[config.mk]
export PLATFORM = sky130hd
export DESIGN_NAME = tff_count_ctrl
export DESIGN_NICKNAME = d
export VERILOG_FILES = /design/src/rtl/tff_count_ctrl.sv
export SDC_FILE = /design/constraint.sdc
export NUM_CORES = 1
export LEC_CHECK = 0
export BUFFER_PORTS_ARGS = -buffer_cell sky130_fd_sc_hd__buf_2
export CAP_MARGIN = 0
export CORE_UTILIZATION = 31
export CTS_BUF_LIST = sky130_fd_sc_hd__clkbuf_16
export CTS_CLUSTER_DIAMETER = 80
export DETAILED_ROUTE_END_ITERATION = 10
export HOLD_SLACK_MARGIN = 0.08
export PLACE_DENSITY = 0.52
export SKIP_CTS_REPAIR_TIMING = 1
export SLEW_MARGIN = 15
export SYNTH_ARGS = -nofsm -noshare
export SYNTH_HDL_FRONTEND = slang
export SYNTH_SLANG_ARGS = --single-unit
[constraint.sdc]
create_clock -name i_clk -period 3.6 [get_ports i_clk]
set_clock_uncertainty 0.1 [all_clocks]
set_input_delay 0.72 -clock i_clk [delete_from_list [all_inputs] [get_ports i_clk]]
set_output_delay 0.72 -clock i_clk [all_outputs]
set_load 0.02 [all_outputs]
[src/rtl/tff_count_ctrl.sv]
// Sequencer for an external N-bit toggle-flop bank: clears it, loads a start value, then
// counts up/down between 0 and a latched limit, one-shot or auto-reload; T_EN is combinational.
module tff_count_ctrl #(
  parameter int N = 4
) (
  input  logic         i_clk,
  input  logic         i_rst,
  input  logic         i_start,
  input  logic         i_stop,
  input  logic         i_dir,
  input  logic         i_auto_reload,
  input  logic [N-1:0] i_limit,
  input  logic [N-1:0] i_q_fb,
  output logic [N-1:0] o_t_en,
  output logic         o_clr_n,
  output logic         o_busy,
  output logic         o_done,
  output logic         o_wrap
);

  typedef enum logic [2:0] {
    S_IDLE,
    S_CLEAR,
    S_LOAD,
    S_RUN,
    S_DONE
  } state_t;

  localparam logic [N-1:0] C_ONE = {{(N-1){1'b0}}, 1'b1};

  state_t       r_state;
  logic         r_dir;
  logic         r_auto;
  logic [N-1:0] r_limit;
  logic         r_clr_n;
  logic         r_busy;
  logic         r_done;
  logic         r_wrap;

  logic [N-1:0] w_start_val;
  logic [N-1:0] w_run_next;
  logic         w_term;

  always_comb begin
    w_start_val = r_dir ? '0 : r_limit;
    w_term      = r_dir ? (i_q_fb >= r_limit) : (i_q_fb == '0);
    if (r_dir) begin
      w_run_next = w_term ? '0 : (i_q_fb + C_ONE);
    end else begin
      // An out-of-range bank value in down mode is pulled back to the limit.
      w_run_next = ((i_q_fb == '0) || (i_q_fb > r_limit)) ? r_limit : (i_q_fb - C_ONE);
    end
  end

  always_comb begin
    o_t_en = '0;
    case (r_state)
      S_LOAD: if (!i_stop) o_t_en = i_q_fb ^ w_start_val;
      S_RUN:  if (!i_stop && (!w_term || r_auto)) o_t_en = i_q_fb ^ w_run_next;
      default: o_t_en = '0;
    endcase
  end

  always_ff @(posedge i_clk) begin
    if (i_rst) begin
      r_state <= S_IDLE;
      r_dir   <= 1'b0;
      r_auto  <= 1'b0;
      r_limit <= '0;
      r_clr_n <= 1'b0;
      r_busy  <= 1'b0;
      r_done  <= 1'b0;
      r_wrap  <= 1'b0;
    end else begin
      r_clr_n <= 1'b1;
      r_done  <= 1'b0;
      r_wrap  <= 1'b0;
      case (r_state)
        S_IDLE: begin
          if (i_start) begin
            r_state <= S_CLEAR;
            r_dir   <= i_dir;
            r_auto  <= i_auto_reload;
            r_limit <= i_limit;
            r_clr_n <= 1'b0;
            r_busy  <= 1'b1;
          end
        end
        S_CLEAR: begin
          if (i_stop) begin
            r_state <= S_IDLE;
            r_busy  <= 1'b0;
          end else begin
            r_state <= S_LOAD;
          end
        end
        S_LOAD: begin
          if (i_stop) begin
            r_state <= S_IDLE;
            r_busy  <= 1'b0;
          end else begin
            r_state <= S_RUN;
          end
        end
        S_RUN: begin
          if (i_stop) begin
            r_state <= S_IDLE;
            r_busy  <= 1'b0;
          end else if (w_term) begin
            if (r_auto) begin
              r_wrap <= 1'b1;
            end else begin
              r_state <= S_DONE;
              r_busy  <= 1'b0;
              r_done  <= 1'b1;
            end
          end
        end
        S_DONE: begin
          r_state <= S_IDLE;
        end
        default: begin
          r_state <= S_IDLE;
          r_busy  <= 1'b0;
        end
      endcase
    end
  end

  assign o_clr_n = r_clr_n;
  assign o_busy  = r_busy;
  assign o_done  = r_done;
  assign o_wrap  = r_wrap;

endmodule

---- Yosys cells after proc, flatten, opt, wreduce, memory -nomap -nowiden ----
Index checks and enable logic that the tools add are counted.
word-level totals
  output and inout port bits .............. 8
  register bits after elaboration ......... 13
  logic and storage cells ................. 62
operators by class
  bitwise operators ....................... 5
  reductions and logical operators ........ 12
  mux-type cells .......................... 25
  equality and inequality tests ........... 8
  add/sub/neg operators ................... 2
  magnitude comparators ................... 2
operators by type and width
  operator             count
  $mux 4               6
  $mux 3               4
  $pmux 3 s4           1
  $mux 1               10
  $pmux 4 s2           1
  $xor 4x4->4          2
  $eq 3x2->1 const B   2
  $ne 3x3->1 const B   2
  $reduce_and 5->1     1
  $add 4x1->4 const B  1
  $ge 4x4->1           1
  $gt 4x4->1           1
  $logic_not 4->1      1
  $mux 2               2
  $pmux 1 s4           1
  $reduce_or 4->1      1
  $sub 4x1->4 const B  1
  $eq 3x1->1 const B   1
  $eq 3x3->1 const B   1
  $logic_not 3->1      1
  $not 1->1            3
  $reduce_and 3->1     1
  $logic_not 1->1      2
  $logic_or 1x1->1     2
  5 further kinds      5

---- Depth between registers and ports, before layout ----
  word-level depth ........................ 7
  gate-level depth with buffers ........... 8

---- Worst setup path after synthesis ----
OpenSTA, ideal clock, no wires.
  path kind ............................... input-to-output
  start ................................... input i_q_fb[1]
  end ..................................... output o_t_en[0]
  arrival time ............................ 2466 ps
  cell stages on the path ................. 7
  setup slack ............................. 314 ps
  data required time ...................... 2780 ps
  cells stage by stage .................... ha_1 -> nor2b_4 -> o211a_4 -> nor4_4 -> o31a_4 -> nor2_1 -> o311ai_2
on the way
  longest elaborated chain between the ends .. 7
ends and longest elaborated chain
  item                                                     line    text
  from (decl)                                              13      input logic [N-1:0] i_q_fb,
  $ge 4x4->1 (tied with other cells)                       46      w_term = r_dir ? (i_q_fb >= r_limit) : (i_q_fb == '0);
  $mux 1 / $logic_or 1x1->1 (equally long branches)        46, 51
  $mux 4 (tied with other cells)                           48      w_run_next = w_term ? '0 : (i_q_fb + C_ONE);
  $mux 4 / $logic_or 1x1->1 (equally long branches)        47, 59
  $xor 4x4->4 / $logic_and 1x1->1 (equally long branches)  59      S_RUN: if (!i_stop && (!w_term || r_auto)) o_t_en = i_q_fb ^ w_run_next;
  $mux 4 *                                                 59
  $pmux 4 s2 *                                             57      case (r_state)
  to (decl)                                                14      output logic [N-1:0] o_t_en,
Mark *: on every way between the ends. The rest lies on a longest branch, timed or not.

---- Worst setup path after layout ----
  start ................................... input i_q_fb[2]
  end ..................................... output o_t_en[3]
The elaborated chain is that of the path after synthesis.

==> results by group <==
Place
  – Dpl ws: 0.0879 ns
  – HPWL Detailed: 2020 um
  – Port Buffers: 21
  – Dpl cell area: 0.00121 mm^2
  – Placer Congestion: 0.856

Logic synthesis
  – Synth top area share: 0.252
  – Post-synthesis net count: 146
  – Post-synth top flop: dfxtp_1
  – Fraction of the yosys area taken by sequential cells: 0.252
  – Synth unique cells: 45
  – Syn Area/Cell: 8.20 um^2
  – EDFF count, synth: 0
  – Area contributors post-synth: dfxtp_1 25%, nor2_1 8.0%, ha_1 7.3%
  – #FFs+latches synth: 13
  – Mapped Area: 0.00103 mm^2
  – Top cell type by total area after synthesis: dfxtp_1
  – Synth async-reset ratio: 0
  – Synthesized instance count: 126
  – Synth Warn #: 0

Setup path
  – Critical R2R Launch: r_limit[3]
  – Worst Path Arrival: 2.64 ns
  – Worst Path Buf+Inv: 3
  – Crit-path max cell delay: 0.35 ns
  – WP data required: 2.78 ns
  – Kind of critical path: input pin to output port
  – Worst-path fanout max: 9
  – Family with the most delay on the worst path: simple AND/OR/NAND/NOR gates
  – Crit start category: input pin
  – Crit-path most repeated cell: buf_2
  – Critical Path Source: i_q_fb[2]
  – Crit. End Element: output port
  – Critical path cell sequence: buf_2 > ha_1 > and4_1 > nor4_4 > o31a_4 > inv_2 > o32ai_2 > buf_2
  – CP max stage cell: ha_1

Clocking
  – Number of clock sinks: 13
  – TritonCTS clock tree: yes
  – Worst-Skew Late Latency: 0.24 ns
  – Total CTS buffers: 3
  – CTS Buffer Depth: 2
  – Clock-pin transition on the worst setup and hold timing paths: 0.04 ns
  – Htree depth: 1
  – Root Driver: clkbuf_16

Timing
  – FMAX: 289 MHz
  – Fin. Hold Viols: 0
  – Setup TNS: 0 ns
  – Post-layout min period: 3.46 ns
  – Worst-margin pin slew: 0.549 ns
  – Final Slew Violations: 0
  – Rel. slew slack: 0.629
  – Final setup margin: 0.144 ns
  – Hold WS: 0.402 ns
  – Count of final setup violators: 0
  – Unrepaired setup endpoints after global routing: false
  – Tcrit/Tclk final: 0.960

Detailed routing
  – 1st-pass router iterations: 4
  – Wire length per cell: 13.2 um
  – Vias: 979
  – Via density: 5.02
  – DRC violations left: 0
  – Routed wire length: 2570 um
  – Final ANT Viol Nets: 0
  – Iter 0 DRT Violations: 24

GRT
  – Number of antenna violations at the first check in global routing: 0
  – Total grt overflow: 0
  – First-pass GRT wire length: 4290 um
  – Total GRT Usage: 0.162
  – Vias in the first global route: 934
  – Largest net degree at the start of global routing: 13

Pwr
  – Worst IR Drop VDD: 258 uV
  – Cell area power density: 431 mW/mm^2
  – Leakage: 0.534 nW

Job
  – Number of max-cap violations: 0

Floorplan
  – Core box area: 0.00310 mm^2
  – Die Wd: 59.7 um
  – Initial core utilization: 0.333
  – I/O pins: 22
  – Die height: 59.7 um
  – Die area: 0.00357 mm^2
  – Num rows: 20

Final layout
  – Area growth, synth to finish: 24.8%
  – Fraction of layout cells with a size suffix above 1: 0.278
  – Nets: 172
  – Post-route cell area: 0.00129 mm^2
  – Diode count: 0

Run status
  – Status: finished, final reports clean

Hold path
  – Hold_sp: o_busy
  – Hold Crit Class: flop to flop
==> logic make-up (layout without fill, tap and decap cells) <==
family,after synthesis,after routing,share of synthesized area
AOI/OAI and AO/OA,29,29,0.220
xor gates and xnor gates,5,5,0.0424
adders and majority gates,6,6,0.0726
buffers and inverters,13,38,0.0484
DFF,13,13,0.252
muxes,6,6,0.0605
and+or+nand+nor,54,54,0.304
==> state kept, by name, summed over array words and instances, names as in the netlist <==
| register | flops |
|---|---|
| o_clr_n | 1 |
| r_state | 3 |
| r_limit | 4 |
| o_busy | 1 |
| o_done | 1 |
| r_auto | 1 |
| r_dir | 1 |
| o_wrap | 1 |
==> where the power goes <==
part / internal (mW) / switching (mW)
registers: 0.159 / 0.0160
logic: 0.0788 / 0.0980
clock network: 0.146 / 0.0577
total: 0.384 / 0.172
==> layout make-up <==
| class | count | area (um^2) |
|---|---|---|
| Sequential cell | 13 | 260 |
| Inverter | 8 | 30.0 |
| Clock buffer | 3 | 75.1 |
| Timing Repair Buffer | 26 | 143 |
| Fill cell | 350 | 1810 |
| Tap cell | 44 | 55.1 |
| Clock inverter | 1 | 3.75 |
| Multi-Input combinational cell | 100 | 723 |
==> synthesized netlist by cell type (all sizes together) (2+ instances only) <==
master,n
ha,6
a21oi,8
nand2b,3
nor2,22
inv,8
o21ai,5
nor4b,2
nor3,5
and2,2
a21o,2
mux2i,4
and4,2
xnor2,5
clkbuf,4
mux2,2
nand2,3
nor4,4
dfxtp,13
nand3,3
o311ai,3
o22ai,2
o211ai,3
==> layout by cell type, fill, tap and decap left out, types with 2 or more instances in the layout <==
cell type	n
buf_4	5
xnor2_1	5
nor3_1	5
nor2_1	22
o211ai_1	2
nor4_1	3
buf_2	21
mux2i_1	4
o22ai_1	2
inv_2	3
nand2_1	3
o21ai_1	4
a21oi_1	8
nor4b_1	2
and4_1	2
clkbuf_16	3
nand3_1	3
dfxtp_1	13
nand2b_1	3
ha_1	6
a21o_1	2
inv_1	6
==> tightest hold or removal path: stages (launching register included) <==
cell and delay, ns:
dfxtp_1 0.31, o21ai_1 0.07, a21oi_1 0.07
==> metrics by stage <==
step	power (mW)	std cells	utilization
3_5_place_dp	0.354	191	0.390
6_report	0.556	195	0.416
2_1_floorplan	0.308	126	-
4_1_cts	0.560	195	0.416
5_1_grt	0.591	195	0.416
3_3_place_gp	0.351	191	0.390
==> worst paths after layout <==
path / end / slack (ns) / cells after the start
min: o_busy / 0.40 / 2
max reg2reg: r_state[0] / 1.56 / 7
min reg2reg: o_busy / 0.40 / 2
max: o_t_en[3] / 0.14 / 8
==> layer usage <==
metal,wire length (um),vias up,global-route usage
met5,0,-,0
met2,1150,25,0.254
met3,117,3,0.0346
met4,28,0,0.0598
li1,-,509,-
met1,1280,442,0.218
No activity file was read; power rests on OpenSTA's default activity.
